$ cat config.mk
export PLATFORM = sky130hd
export DESIGN_NAME = mem_port_arbiter_flat
export DESIGN_NICKNAME = d
export VERILOG_FILES = /design/src/rtl/mem_port_arbiter_if.sv /design/src/rtl/mem_port_arbiter.sv /design/src/flat_wrapper.sv
export SDC_FILE = /design/constraint.sdc
export NUM_CORES = 1
export LEC_CHECK = 0
export ABC_AREA = 1
export BUFFER_PORTS_ARGS = -buffer_cell sky130_fd_sc_hd__buf_4
export CELL_PAD_IN_SITES_DETAIL_PLACEMENT = 1
export CELL_PAD_IN_SITES_GLOBAL_PLACEMENT = 2
export CORE_ASPECT_RATIO = 2
export CORE_MARGIN = 2
export CORE_UTILIZATION = 24
export CTS_BUF_LIST = sky130_fd_sc_hd__clkbuf_8
export CTS_CLUSTER_SIZE = 16
export DETAILED_ROUTE_END_ITERATION = 7
export GPL_ROUTABILITY_DRIVEN = 0
export HOLD_SLACK_MARGIN = 0.06
export PLACE_DENSITY = 0.82
export SYNTH_ARGS = -nofsm -noshare
export SYNTH_HDL_FRONTEND = slang
export SYNTH_SLANG_ARGS = --single-unit
$ cat constraint.sdc
create_clock -name clk -period 1.25 [get_ports clk]
set_input_delay 0.0625 -clock clk [delete_from_list [all_inputs] [get_ports clk]]
set_output_delay 0.0625 -clock clk [all_outputs]
set_load 0.05 [all_outputs]
$ cat src/rtl/mem_port_arbiter_if.sv
// Port bundle for mem_port_arbiter: I-fetch side, D-access side and the shared RAM port.
// The slave modport is the arbiter's view; the master modport is the requesters/RAM view.
interface mem_port_arbiter_if #(
  parameter int ADDR_W = 64,
  parameter int DATA_W = 64
);
  localparam int MASK_W = DATA_W / 8;

  logic              i_req_valid;
  logic [ADDR_W-1:0] i_req_addr;
  logic              i_req_ready;
  logic              i_rsp_valid;
  logic [DATA_W-1:0] i_rsp_data;

  logic              d_req_valid;
  logic [ADDR_W-1:0] d_req_addr;
  logic              d_req_we;
  logic [DATA_W-1:0] d_req_wdata;
  logic [MASK_W-1:0] d_req_wmask;
  logic              d_req_ready;
  logic              d_rsp_valid;
  logic [DATA_W-1:0] d_rsp_data;

  logic              mem_req_valid;
  logic [ADDR_W-1:0] mem_req_addr;
  logic              mem_req_we;
  logic [DATA_W-1:0] mem_req_wdata;
  logic [MASK_W-1:0] mem_req_wmask;
  logic              mem_req_ready;
  logic              mem_rsp_valid;
  logic [DATA_W-1:0] mem_rsp_data;

  modport slave (
    input  i_req_valid, i_req_addr,
    output i_req_ready, i_rsp_valid, i_rsp_data,
    input  d_req_valid, d_req_addr, d_req_we, d_req_wdata, d_req_wmask,
    output d_req_ready, d_rsp_valid, d_rsp_data,
    output mem_req_valid, mem_req_addr, mem_req_we, mem_req_wdata, mem_req_wmask,
    input  mem_req_ready, mem_rsp_valid, mem_rsp_data
  );

  modport master (
    output i_req_valid, i_req_addr,
    input  i_req_ready, i_rsp_valid, i_rsp_data,
    output d_req_valid, d_req_addr, d_req_we, d_req_wdata, d_req_wmask,
    input  d_req_ready, d_rsp_valid, d_rsp_data,
    input  mem_req_valid, mem_req_addr, mem_req_we, mem_req_wdata, mem_req_wmask,
    output mem_req_ready, mem_rsp_valid, mem_rsp_data
  );
endinterface

$ cat src/rtl/mem_port_arbiter.sv
// Shares one RAM port between instruction fetch and data access, one transaction at a time, D priority.
// Define ARB_STARVE_GUARD_EN to force an I grant after STARVE_LIMIT consecutive lost arbitrations.
module mem_port_arbiter #(
  parameter int ADDR_W = 64,
  parameter int DATA_W = 64
`ifdef ARB_STARVE_GUARD_EN
  ,
  parameter int unsigned STARVE_LIMIT = 4
`endif
) (
  input logic               clk,
  input logic               rst,
  mem_port_arbiter_if.slave bus
);

  localparam int MASK_W = DATA_W / 8;

  typedef enum logic [1:0] {
    IDLE  = 2'd0,
    ISSUE = 2'd1,
    WAIT  = 2'd2
  } state_e;

  typedef enum logic {
    OWN_I = 1'b0,
    OWN_D = 1'b1
  } owner_e;

  state_e            state_q;
  owner_e            owner_q;
  logic [ADDR_W-1:0] addr_q;
  logic              we_q;
  logic [DATA_W-1:0] wdata_q;
  logic [MASK_W-1:0] wmask_q;
  logic              memReqValid_q;
  logic              iRspValid_q;
  logic [DATA_W-1:0] iRspData_q;
  logic              dRspValid_q;
  logic [DATA_W-1:0] dRspData_q;

  logic idle;
  logic forceI;
  logic grantD;
  logic grantI;

  // Readies are combinational in IDLE and held low while reset is asserted.
  assign idle = rst && (state_q == IDLE);

`ifdef ARB_STARVE_GUARD_EN
  logic [3:0] starveCnt_q;
  assign forceI = (starveCnt_q == 4'(STARVE_LIMIT)) && bus.i_req_valid;
`else
  assign forceI = 1'b0;
`endif

  assign grantD = idle && bus.d_req_valid && !forceI;
  assign grantI = idle && bus.i_req_valid && (!bus.d_req_valid || forceI);

  assign bus.d_req_ready   = grantD;
  assign bus.i_req_ready   = grantI;
  assign bus.mem_req_valid = memReqValid_q;
  assign bus.mem_req_addr  = addr_q;
  assign bus.mem_req_we    = we_q;
  assign bus.mem_req_wdata = wdata_q;
  assign bus.mem_req_wmask = wmask_q;
  assign bus.i_rsp_valid   = iRspValid_q;
  assign bus.i_rsp_data    = iRspData_q;
  assign bus.d_rsp_valid   = dRspValid_q;
  assign bus.d_rsp_data    = dRspData_q;

  always_ff @(posedge clk or negedge rst) begin
    if (!rst) begin
      state_q       <= IDLE;
      owner_q       <= OWN_I;
      addr_q        <= '0;
      we_q          <= 1'b0;
      wdata_q       <= '0;
      wmask_q       <= '0;
      memReqValid_q <= 1'b0;
      iRspValid_q   <= 1'b0;
      iRspData_q    <= '0;
      dRspValid_q   <= 1'b0;
      dRspData_q    <= '0;
`ifdef ARB_STARVE_GUARD_EN
      starveCnt_q   <= '0;
`endif
    end else begin
      iRspValid_q <= 1'b0;
      dRspValid_q <= 1'b0;
      case (state_q)
        IDLE: begin
          if (grantD) begin
            owner_q       <= OWN_D;
            addr_q        <= bus.d_req_addr;
            we_q          <= bus.d_req_we;
            wdata_q       <= bus.d_req_wdata;
            wmask_q       <= bus.d_req_wmask;
            memReqValid_q <= 1'b1;
            state_q       <= ISSUE;
          end else if (grantI) begin
            owner_q       <= OWN_I;
            addr_q        <= bus.i_req_addr;
            we_q          <= 1'b0;
            wdata_q       <= '0;
            wmask_q       <= '0;
            memReqValid_q <= 1'b1;
            state_q       <= ISSUE;
          end
`ifdef ARB_STARVE_GUARD_EN
          if (grantD && bus.i_req_valid) begin
            starveCnt_q <= starveCnt_q + 4'd1;
          end else if (grantI) begin
            starveCnt_q <= '0;
          end
`endif
        end
        ISSUE: begin
          if (bus.mem_req_ready) begin
            memReqValid_q <= 1'b0;
            state_q       <= WAIT;
          end
        end
        WAIT: begin
          if (bus.mem_rsp_valid) begin
            if (owner_q == OWN_D) begin
              dRspValid_q <= 1'b1;
              dRspData_q  <= we_q ? '0 : bus.mem_rsp_data;
            end else begin
              iRspValid_q <= 1'b1;
              iRspData_q  <= bus.mem_rsp_data;
            end
            state_q <= IDLE;
          end
        end
        default: begin
          memReqValid_q <= 1'b0;
          state_q       <= IDLE;
        end
      endcase
    end
  end

endmodule

$ cat src/flat_wrapper.sv
// flat-port wrapper written by rule: the top's interface ports become plain ports
module mem_port_arbiter_flat 
#(
  parameter int ADDR_W = 64,
  parameter int DATA_W = 64

)
  (clk, rst, bus_i_req_valid, bus_i_req_addr, bus_i_req_ready, bus_i_rsp_valid, bus_i_rsp_data, bus_d_req_valid, bus_d_req_addr, bus_d_req_we, bus_d_req_wdata, bus_d_req_wmask, bus_d_req_ready, bus_d_rsp_valid, bus_d_rsp_data, bus_mem_req_valid, bus_mem_req_addr, bus_mem_req_we, bus_mem_req_wdata, bus_mem_req_wmask, bus_mem_req_ready, bus_mem_rsp_valid, bus_mem_rsp_data);
  mem_port_arbiter_if #(.ADDR_W(ADDR_W), .DATA_W(DATA_W)) bus_i ();
  input logic clk;
  input logic rst;
  input wire logic [$bits(bus_i.i_req_valid)-1:0] bus_i_req_valid;
  input wire logic [$bits(bus_i.i_req_addr)-1:0] bus_i_req_addr;
  output wire logic [$bits(bus_i.i_req_ready)-1:0] bus_i_req_ready;
  output wire logic [$bits(bus_i.i_rsp_valid)-1:0] bus_i_rsp_valid;
  output wire logic [$bits(bus_i.i_rsp_data)-1:0] bus_i_rsp_data;
  input wire logic [$bits(bus_i.d_req_valid)-1:0] bus_d_req_valid;
  input wire logic [$bits(bus_i.d_req_addr)-1:0] bus_d_req_addr;
  input wire logic [$bits(bus_i.d_req_we)-1:0] bus_d_req_we;
  input wire logic [$bits(bus_i.d_req_wdata)-1:0] bus_d_req_wdata;
  input wire logic [$bits(bus_i.d_req_wmask)-1:0] bus_d_req_wmask;
  output wire logic [$bits(bus_i.d_req_ready)-1:0] bus_d_req_ready;
  output wire logic [$bits(bus_i.d_rsp_valid)-1:0] bus_d_rsp_valid;
  output wire logic [$bits(bus_i.d_rsp_data)-1:0] bus_d_rsp_data;
  output wire logic [$bits(bus_i.mem_req_valid)-1:0] bus_mem_req_valid;
  output wire logic [$bits(bus_i.mem_req_addr)-1:0] bus_mem_req_addr;
  output wire logic [$bits(bus_i.mem_req_we)-1:0] bus_mem_req_we;
  output wire logic [$bits(bus_i.mem_req_wdata)-1:0] bus_mem_req_wdata;
  output wire logic [$bits(bus_i.mem_req_wmask)-1:0] bus_mem_req_wmask;
  input wire logic [$bits(bus_i.mem_req_ready)-1:0] bus_mem_req_ready;
  input wire logic [$bits(bus_i.mem_rsp_valid)-1:0] bus_mem_rsp_valid;
  input wire logic [$bits(bus_i.mem_rsp_data)-1:0] bus_mem_rsp_data;
  assign bus_i.i_req_valid = bus_i_req_valid;
  assign bus_i.i_req_addr = bus_i_req_addr;
  assign bus_i_req_ready = bus_i.i_req_ready;
  assign bus_i_rsp_valid = bus_i.i_rsp_valid;
  assign bus_i_rsp_data = bus_i.i_rsp_data;
  assign bus_i.d_req_valid = bus_d_req_valid;
  assign bus_i.d_req_addr = bus_d_req_addr;
  assign bus_i.d_req_we = bus_d_req_we;
  assign bus_i.d_req_wdata = bus_d_req_wdata;
  assign bus_i.d_req_wmask = bus_d_req_wmask;
  assign bus_d_req_ready = bus_i.d_req_ready;
  assign bus_d_rsp_valid = bus_i.d_rsp_valid;
  assign bus_d_rsp_data = bus_i.d_rsp_data;
  assign bus_mem_req_valid = bus_i.mem_req_valid;
  assign bus_mem_req_addr = bus_i.mem_req_addr;
  assign bus_mem_req_we = bus_i.mem_req_we;
  assign bus_mem_req_wdata = bus_i.mem_req_wdata;
  assign bus_mem_req_wmask = bus_i.mem_req_wmask;
  assign bus_i.mem_req_ready = bus_mem_req_ready;
  assign bus_i.mem_rsp_valid = bus_mem_rsp_valid;
  assign bus_i.mem_rsp_data = bus_mem_rsp_data;
  mem_port_arbiter #(.ADDR_W(ADDR_W), .DATA_W(DATA_W)) u_core (.clk(clk), .rst(rst), .bus(bus_i));
endmodule
Word level (Yosys, flattened, before mapping) --
Cells that the tools add are included.
Word-level totals: bits in registers 271, bits of input ports 271, output and inout bits 270, logic and storage cells 55
Cells by class: equality and inequality tests 5, mux-type cells 25, bitwise gates (word level) 2, reduce and logical (&&, ||, !) cells 12
Operators by type and width (count):
- 64-bit 2-to-1 mux | 5
- 8-bit 2-to-1 mux | 2
- 1-bit 2-to-1 mux | 12
- 3-bit AND reduction | 4
- 2-bit 2-to-1 mux | 4
- 2-bit one-hot mux with 3 select lines | 1
- 1-bit logical AND | 4
- 2-bit != test (second input constant) | 2
- 3-bit != test (second input constant) | 1
- 1-bit one-hot mux with 3 select lines | 1
- 2-bit by 1-bit equality test with 1-bit output (second input constant) | 1
- 2-bit equality test (second input constant) | 1
- 2-bit logical NOT | 1
- 1-bit NOT | 2
- 2-bit AND reduction | 1
- 2-bit nonzero test | 1
- 1-bit logical NOT | 1

Depth between registers and ports, before layout --
Gate-level depths: netlist of run 1.
word-level depth 7, mapped depth 8, depth with buffers taken out 6

Worst setup path after synthesis of run 1 --
OpenSTA, ideal clock, no wires.
kind register to register, start reg u_core.state_q[0], end reg u_core.wdata_q[61], in the netlist u_core.bus.mem_req_wdata[61], library setup time 68 ps, arrival 1505 ps, slack -323 ps, cell stages (with the launch flop) 7, buffers on the path 1, period minus slack after synthesis 1573 ps, path through dfrtp_1 -> nor2_2 -> nand3_2 -> inv_1 -> clkbuf_1 -> nand2_1 -> nand2_1
Between the ends: elaborated cells between the ends (all ways) 8
RTL lines:
- start, declared | RTL line mem_port_arbiter.sv:29 | state_e state_q;
- start signal, assigned | RTL line mem_port_arbiter.sv:73 | state_q <= IDLE;
- start signal, assigned | RTL line mem_port_arbiter.sv:99 | state_q <= ISSUE;
- start signal, assigned | RTL line mem_port_arbiter.sv:107 | state_q <= ISSUE;
- 2-bit logical NOT (*) | RTL line mem_port_arbiter.sv:47 | assign idle = rst && (state_q == IDLE);
- 1-bit logical AND (*) | RTL line mem_port_arbiter.sv:47
- 1-bit logical AND (*) | RTL line mem_port_arbiter.sv:56 | assign grantD = idle && bus.d_req_valid && !forceI;
- named net bus_d_req_ready | RTL line flat_wrapper.sv:22 | output wire logic [$bits(bus_i.d_req_ready)-1:0] bus_d_req_ready;
- 2-bit nonzero test (no source line)
- 2-bit AND reduction (no source line)
- end signal, assigned | RTL line mem_port_arbiter.sv:96 | wdata_q <= bus.d_req_wdata;
- end, declared | RTL line mem_port_arbiter.sv:33 | logic [DATA_W-1:0] wdata_q;
Mark *: on every way through the listed nets, which the timed path passes. The rest lies on a longest branch. A chain may end at the register's enable or synchronous reset.

Worst setup path in the final report of run 1 --
start reg u_core.state_q[1], end out bus_d_req_ready
Between the ends: word-level cells in the longest chain between the ends 3
Ends and longest elaborated chain (RTL line):
- 2-bit logical NOT | mem_port_arbiter.sv:47
- 1-bit logical AND | mem_port_arbiter.sv:47
- 1-bit logical AND | mem_port_arbiter.sv:56
- end, declared | flat_wrapper.sv:22
No other way between the ends.

==> results of run 1 <==
==> worst max path at each step <==
stage | from | slack [ps] | cells past startpoint | to
floorplan | u_core.state_q[1] | -90 | 8 | u_core.bus.mem_req_wdata[42]
global placement | u_core.state_q[0] | -210 | 6 | u_core.bus.mem_req_addr[4]
detailed placement | u_core.state_q[0] | -260 | 6 | u_core.bus.mem_req_addr[4]
CTS | u_core.state_q[0] | -600 | 6 | bus_i_req_ready
global route | u_core.state_q[1] | -640 | 7 | bus_d_req_ready
finish | u_core.state_q[1] | -550 | 7 | bus_d_req_ready
==> worst max-delay path, delay by kind of cell, from the launching register on <==
kind | cells | cell delay (ps)
buf+inv | 5 | 530
flops | 1 | 410
simple gates | 2 | 200
==> final cells by class <==
class	count	area, um^2	area share (%)
Timing Repair Buffer	962	9668	42.00
Sequential cell	271	6787	29.48
Multi-Input combinational cell	938	4260	18.51
Clock buffer	58	798.3	3.468
Tap cell	638	798.3	3.468
Inverter	134	541.8	2.354
Clock inverter	23	110.1	0.4784
Timing Repair inverter	2	46.29	0.2011
Antenna cell	3	7.507	0.03262
==> stage by stage <==
| stage | util, % | setup slack (ps) | cells | total power, mW | hold slack, ps |
|---|---|---|---|---|---|
| 5_1_grt | 47.74 | -639.3 | 3029 | 64.87 | 126.1 |
| 2_1_floorplan | - | -85.42 | 1443 | 34.86 | -233.1 |
| 4_1_cts | 47.38 | -602.2 | 3021 | 61.62 | 62.55 |
| 3_3_place_gp | 35.09 | -213.9 | 2579 | 46.26 | 47.50 |
| 6_report | 47.74 | -551.3 | 3029 | 62.33 | 119.6 |
| 3_5_place_dp | 35.09 | -259.9 | 2579 | 46.83 | 49.52 |
==> layout by cell type, fill, tap and decap left out, types with 2 or more instances in the layout <==
| cell | n |
|---|---|
| nand3_2 | 16 |
| clkinvlp_4 | 3 |
| buf_4 | 566 |
| nand3_4 | 2 |
| clkbuf_16 | 3 |
| o21ai_1 | 11 |
| nand2_2 | 44 |
| nand4_1 | 65 |
| nor2_4 | 3 |
| clkinv_8 | 2 |
| buf_12 | 36 |
| clkbuf_8 | 58 |
| bufbuf_16 | 7 |
| nand2_4 | 9 |
| nand2_1 | 616 |
| diode_2 | 3 |
| dlygate4sd3_1 | 268 |
| inv_1 | 139 |
| buf_16 | 46 |
| buf_6 | 25 |
| clkinv_2 | 10 |
| dfrtp_1 | 267 |
| dfrtp_2 | 4 |
| o21ai_0 | 57 |
| nand3_1 | 112 |
| buf_8 | 11 |
==> metal layers <==
metal / vias up / global-route usage, %
met2: 662 / 50.52
met5: - / 0
li1: 6356 / -
met4: 4 / 13.27
met3: 182 / 4.853
met1: 7050 / 26.10
==> logic make-up (layout without fill, tap and decap cells) <==
| family | after synthesis | after routing | share of synthesized area, % |
|---|---|---|---|
| AOI/OAI and AO/OA | 69 | 69 | 2.970 |
| buffers and inverters | 234 | 1179 | 8.417 |
| DFF | 271 | 271 | 57.89 |
| other | 0 | 3 | 0 |
| and+or+nand+nor | 869 | 869 | 30.72 |
==> registers in the layout, indices dropped and copies added (netlist names) <==
name and flops:
u_core.bus.mem_req_addr 64, u_core.bus.i_rsp_data 64, u_core.bus.d_rsp_valid 1, u_core.owner_q 1, u_core.bus.mem_req_wdata 64, u_core.bus.mem_req_we 1
u_core.bus.d_rsp_data 64, u_core.bus.mem_req_valid 1, u_core.state_q 2, u_core.bus.mem_req_wmask 8, u_core.bus.i_rsp_valid 1
==> repair_timing <==
item	in CTS	in global routing
gates cloned	50	4
endpoints found under the hold margin	539	0
resized for setup	166	45
endpoints found under the setup margin	535	535
buffers inserted	43	10
hold buffers	268	0
pin swaps	11	10
==> power breakdown <==
part	total (mW)	switching [mW]	internal [mW]
Clock	8.24	4.06	4.17
Sequential	15.6	2.81	12.8
Combinational	38.5	25.5	13.0
Total	62.3	32.4	30.0
==> metrics.md, run 1 <==
| Metric | Value |
|---|---|
| Number of cells on the worst hold path | `5` |
| Area Overhead vs Synth | `96.50%` |
| CTS max path bufs | `3` |
| Site Rows | `114` |
| Final nets | `2624` |
| Sum Neg Setup Slack | `-93010 ps` |
| IO Port Bufs | `540` |
| Die Wd | `160.2 um` |
| HPWL after DPL | `36.77 mm` |
| Synth top area share | `57.89%` |
| Filler cells | `5546` |
| GRT Util Overall | `25.98%` |
| Cell with the most instances after synthesis | `nand2_1` |
| Clock Latency Late Sink | `600 ps` |
| Remaining antenna violation count | `0` |
| Clock root buffer | `clkbuf_8` |
| Launching point of the worst reg2reg path | `u_core.state_q[1]` |
| Most frequent cells after synthesis | `nand2_1, dfrtp_1, inv_1` |
| Metal2 WL | `37.42 mm` |
| Dpl cell area | `0.01692 mm^2` |
| Synth top area cells | `dfrtp_1, nand2_1, nand3_1` |
| Clock skew | `27.45 ps` |
| TritonCTS clock tree | `built` |
| Max Used Layer | `met5` |
| Total CTS buffers | `44` |
| Post-synth EDFFs | `0` |
| Post-route cell area | `0.02302 mm^2` |
| Yosys top cell by area | `dfrtp_1` |
| Max-Cap Viols | `0` |
| Slowest cell on crit path | `dfrtp_1` |
| Cell Chain, Critical Path | `nor2_4 > buf_6 > nand3_4 > buf_6 > inv_8 > buf_12 > buf_12` |
| Gr ovfl total | `0` |
| Least-Margin Pin Slew | `496.0 ps` |
| Wire per inst | `22.57 um` |
| Worst Path Required | `1190 ps` |
| Share of cells above drive strength 1 | `35.64%` |
| Run status | `finished with violations` |
| Critical Path Start Type | `flop` |
| DR vias/cell | `4.706` |
| Clk slew on worst S/H paths | `70 ps` |
| Die area | `0.05070 mm^2` |
| Synth Register Bits | `271` |
| Initial antenna violation count | `5` |
| Sequential share of the synthesized area | `57.89%` |
| Starting Density | `24.30%` |
| Failing checks | `setup timing` |
| Mapped Cells | `1443` |
| Crit Path Max Fanout | `2` |
| Setup crit end kind | `output port` |
| Clk sinks | `271` |
| Max-slew violations | `0` |
| WHS Endpoint | `u_core.bus.mem_req_addr[7]` |
| Hold Fails Final Rpt | `0` |
| Crit Reg-Reg Endpoint | `u_core.bus.mem_req_addr[57]` |
| Synth Flop Type | `dfrtp_1` |
| Post-Route WL | `68.35 mm` |
| Metal3 WL | `3.758 mm` |
| Largest net degree at the start of global routing | `78` |
| RSZ-0062 raised after global routing | `yes` |
| Synthesized Nets | `1714` |
| Routed vias | `14250` |
| Vias in the first global route | `16300` |
| Drt initial violations | `611` |
| Worst Min Path Start | `bus_d_req_valid` |
| Setup CP Type | `flop to output port` |
| Synthesized area | `0.01171 mm^2` |
| Yosys warnings | `0` |
| Arr. time, crit path | `1740 ps` |
| R2R setup slack | `-460 ps` |
| Worst VDD drop | `1.248 mV` |
| Crit path largest cell delay | `410 ps` |
| Period utilization | `144.1%` |
| Placeable Area | `0.04821 mm^2` |
| P_leak | `12.44 nW` |
| 1st-pass router iterations | `4` |
| Fmax | `555.1 MHz` |
| Pwr/cell area | `2708 mW/mm^2` |
| WL met1 | `23.22 mm` |
| Final setup viols | `364` |
| Max_slew headroom | `66.93%` |
| Period minus WS final | `1801 ps` |
| Worst min-delay path category | `primary input to flop` |
| H-tree levels | `2` |
| Die Height | `316.4 um` |
| Ys async rst share | `100.0%` |
| Syn_area_per_cell | `8.118 um^2` |
| Ports | `541` |
| Setup ws final | `-551.3 ps` |
| Worst reg2reg path depth | `11` |
| Residual DRC | `0` |
| Netlist cell types | `17` |
| Global-route wire length before repair | `100.2 mm` |
(Power assumes the default switching activity.)
==> run 2: changes to the inputs <==
--- a/config.mk
+++ b/config.mk
@@ -12,11 +12,10 @@
 export CORE_ASPECT_RATIO = 2
 export CORE_MARGIN = 2
-export CORE_UTILIZATION = 24
-export CTS_BUF_LIST = sky130_fd_sc_hd__clkbuf_8
+export CORE_UTILIZATION = 23
 export CTS_CLUSTER_SIZE = 16
 export DETAILED_ROUTE_END_ITERATION = 7
 export GPL_ROUTABILITY_DRIVEN = 0
 export HOLD_SLACK_MARGIN = 0.06
-export PLACE_DENSITY = 0.82
+export PLACE_DENSITY = 0.8
 export SYNTH_ARGS = -nofsm -noshare
 export SYNTH_HDL_FRONTEND = slang
==> constraint.sdc (replaced) <==
create_clock -name clk -period 1.25 [get_ports clk]
set_input_delay 0.3125 -clock clk [delete_from_list [all_inputs] [get_ports clk]]
set_output_delay 0.3125 -clock clk [all_outputs]
set_load 0.05 [all_outputs]
==> metrics.md, run 2 (synthesis results as in run 1) <==
| Metric | Value |
|---|---|
| Run status | `finished with violations` |
| Failing checks | `setup timing` |
| Sum Neg Setup Slack | `-178810 ps (-85800 ps)` |
| NetSw | `30.77 mW (-4.9%)` |
| WHS Endpoint | `u_core.bus.mem_req_addr[59]` |
| Total CTS buffers | `27 (-39%)` |
| Arr. time, crit path | `1630 ps (-110 ps)` |
| Max-Cap Viols | `0 (unchanged)` |
| DR vias/cell | `4.542 (-3.5%)` |
| Worst min-delay path category | `primary input to flop` |
| Launching point of the worst reg2reg path | `u_core.state_q[0]` |
| Area of the multi-input gates | `0.004317 mm^2 (+1.3%)` |
| Least-Margin Pin Slew | `789.8 ps (+293.8 ps)` |
| P_leak | `11.87 nW (-4.6%)` |
| Period minus WS final | `1941 ps (+139.9 ps)` |
| CTS max path bufs | `3 (unchanged)` |
| Ports | `541 (unchanged)` |
| R2R setup slack | `-660 ps (-200 ps)` |
| Starting Density | `23.13% (-1.2 points)` |
| Comb power frac | `59.1% (-2.6 points)` |
| Clock share of power | `15.5% (+2.3 points)` |
| Vias in the first global route | `14690 (-9.9%)` |
| Clock root buffer | `clkbuf_16` |
| Overall power | `60.79 mW (-2.5%)` |
| Post-route cell area | `0.02197 mm^2 (-4.5%)` |
| Filler cells | `5827 (+5.1%)` |
| Max_slew headroom | `47.35% (-20 points)` |
| Setup ws final | `-691.2 ps (-139.9 ps)` |
| Max-slew violations | `0 (unchanged)` |
| Crit path from | `u_core.state_q[0]` |
| Worst Min Path Start | `bus_i_req_addr[59]` |
| Hold Fails Final Rpt | `0 (unchanged)` |
| HPWL after DPL | `37.84 mm (+2.9%)` |
| RSZ-0062 raised after global routing | `yes` |
| Worst reg2reg path depth | `12 (+1)` |
| Layout Cells excl Fill | `2942 (-2.9%)` |
| Largest net degree at the start of global routing | `76 (-2.6%)` |
| Fmax | `515.1 MHz (-7.2%)` |
| Number of cells on the worst hold path | `5 (unchanged)` |
| Die Wd | `163.6 um (+2.1%)` |
| IO Port Bufs | `540 (unchanged)` |
| Clk slew on worst S/H paths | `70 ps (about the same)` |
| Switching Share | `50.62% (-1.3 points)` |
| Dpl cell area | `0.01714 mm^2 (+1.3%)` |
| Residual DRC | `0 (unchanged)` |
| Internal power | `30.02 mW (+0.16%)` |
| Final setup viols | `541 (+49%)` |
| Pwr/cell area | `2767 mW/mm^2 (+2.2%)` |
| Crit Path Max Fanout | `3 (+1)` |
| Post-Route WL | `61.69 mm (-9.7%)` |
| Critical Path Start Type | `flop` |
| TritonCTS clock tree | `built` |
| Period utilization | `155.3% (+11 points)` |
| Wire per inst | `20.97 um (-7.1%)` |
| Placed Instances | `2619 (+1.6%)` |
| Clock skew | `16.67 ps (-10.77 ps)` |
| 1st-pass router iterations | `5 (+1)` |
| Commonest non-fill, non-tap cell in the layout | `nand2_1` |
| Seq pwr share | `25.4% (+0.4 points)` |
| Drt initial violations | `757 (+24%)` |
| Area Overhead vs Synth | `87.58%` |
| Routed vias | `13360 (-6.3%)` |
| Clk sinks | `271 (unchanged)` |
| Placeable Area | `0.05065 mm^2 (+5.1%)` |
| Setup CP Type | `flop to output port` |
| Die area | `0.05286 mm^2 (+4.3%)` |
| Final nets | `2537 (-3.3%)` |
| Site Rows | `117 (+2.6%)` |
| Most frequent cells in the layout | `nand2_1, buf_4, dfrtp_1, dlygate4sd3_1, inv_1` |
| Crit Reg-Reg Endpoint | `u_core.bus.i_rsp_data[61]` |
| Sequential cell area | `0.006783 mm^2 (about the same)` |
| GRT Util Overall | `21.48% (-4.5 points)` |
| Gr ovfl total | `0 (unchanged)` |
| Worst VDD drop | `1.434 mV (+15%)` |
| Global-route wire length before repair | `86.49 mm (-14%)` |
| Worst Path Required | `940 ps (-250 ps)` |
| Die Height | `323.2 um (+2.1%)` |
| Remaining antenna violation count | `0 (unchanged)` |
| Clock Latency Late Sink | `570 ps (-30 ps)` |
| H-tree levels | `1 (-1)` |
| Setup crit end kind | `output port` |
| Initial antenna violation count | `4 (-1)` |
| Share of cells above drive strength 1 | `35.52% (-0.12 points)` |
## run 2: cell type report
| class | instances | area share, % |
|---|---|---|
| Clock inverter | 12 | 1.019 |
| Clock buffer | 37 | 3.565 |
| Timing Repair Buffer | 893 | 38.61 |
| Sequential cell | 271 | 30.87 |
| Inverter | 134 | 2.454 |
| Tap cell | 654 | 3.724 |
| Antenna cell | 2 | 0.02278 |
| Timing Repair inverter | 1 | 0.09111 |
| Multi-Input combinational cell | 938 | 19.65 |
## run 2: worst max path at each step
stage	end	slack (ps)	depth (start not counted)
after floorplan	u_core.bus.mem_req_wdata[62]	-80	8
after detailed placement	u_core.bus.mem_req_wdata[21]	-290	7
after global placement	u_core.bus.mem_req_addr[6]	-260	6
after CTS	bus_i_req_ready	-730	5
after global routing	bus_i_req_ready	-770	5
final	bus_i_req_ready	-690	5
## run 2: power by group through the flow
stage / Clock (mW) / Sequential [mW] / Combinational [mW]
detailed placement: 0 / 15.3 / 31.9
finish: 9.44 / 15.5 / 35.9
global placement: 0 / 15.1 / 31.5
global route: 10.0 / 15.9 / 37.7
CTS: 9.69 / 15.3 / 35.1
floorplan: 0 / 28.8 / 6.25
## run 2: critical path, stage by stage (launching register included)
cell,delay (ps)
dfrtp_1,410
nor2_4,170
nand3_2,100
buf_6,130
nor2_4,90
buf_8,160
## run 2: what timing repair did
item                                    CTS  global route
cloned                                   20            14
hold buffers                            215             0
endpoints found under the setup margin  539           592
buffers inserted                         19             7
pin swaps                                 4            24
endpoints found under the hold margin   337             0
resized for setup                        85            90
## run 2: layer usage
metal,share of wire [%],track usage (%),vias up
met3,6.4,4.937,146
met5,0.034,0,-
li1,-,-,6140
met1,34,21.53,6519
met2,54,41.08,554
met4,5.0,10.16,4
## run 2: metrics by stage
step | setup slack (ps) | utilization (%) | hold slack [ps]
floorplan | -75.39 | - | 16.91
global placement | -258.5 | 33.83 | 269.1
detailed placement | -293.4 | 33.83 | 271.1
CTS | -728.6 | 42.07 | 60.68
global route | -768.4 | 43.38 | 88.96
finish | -691.2 | 43.38 | 89.71
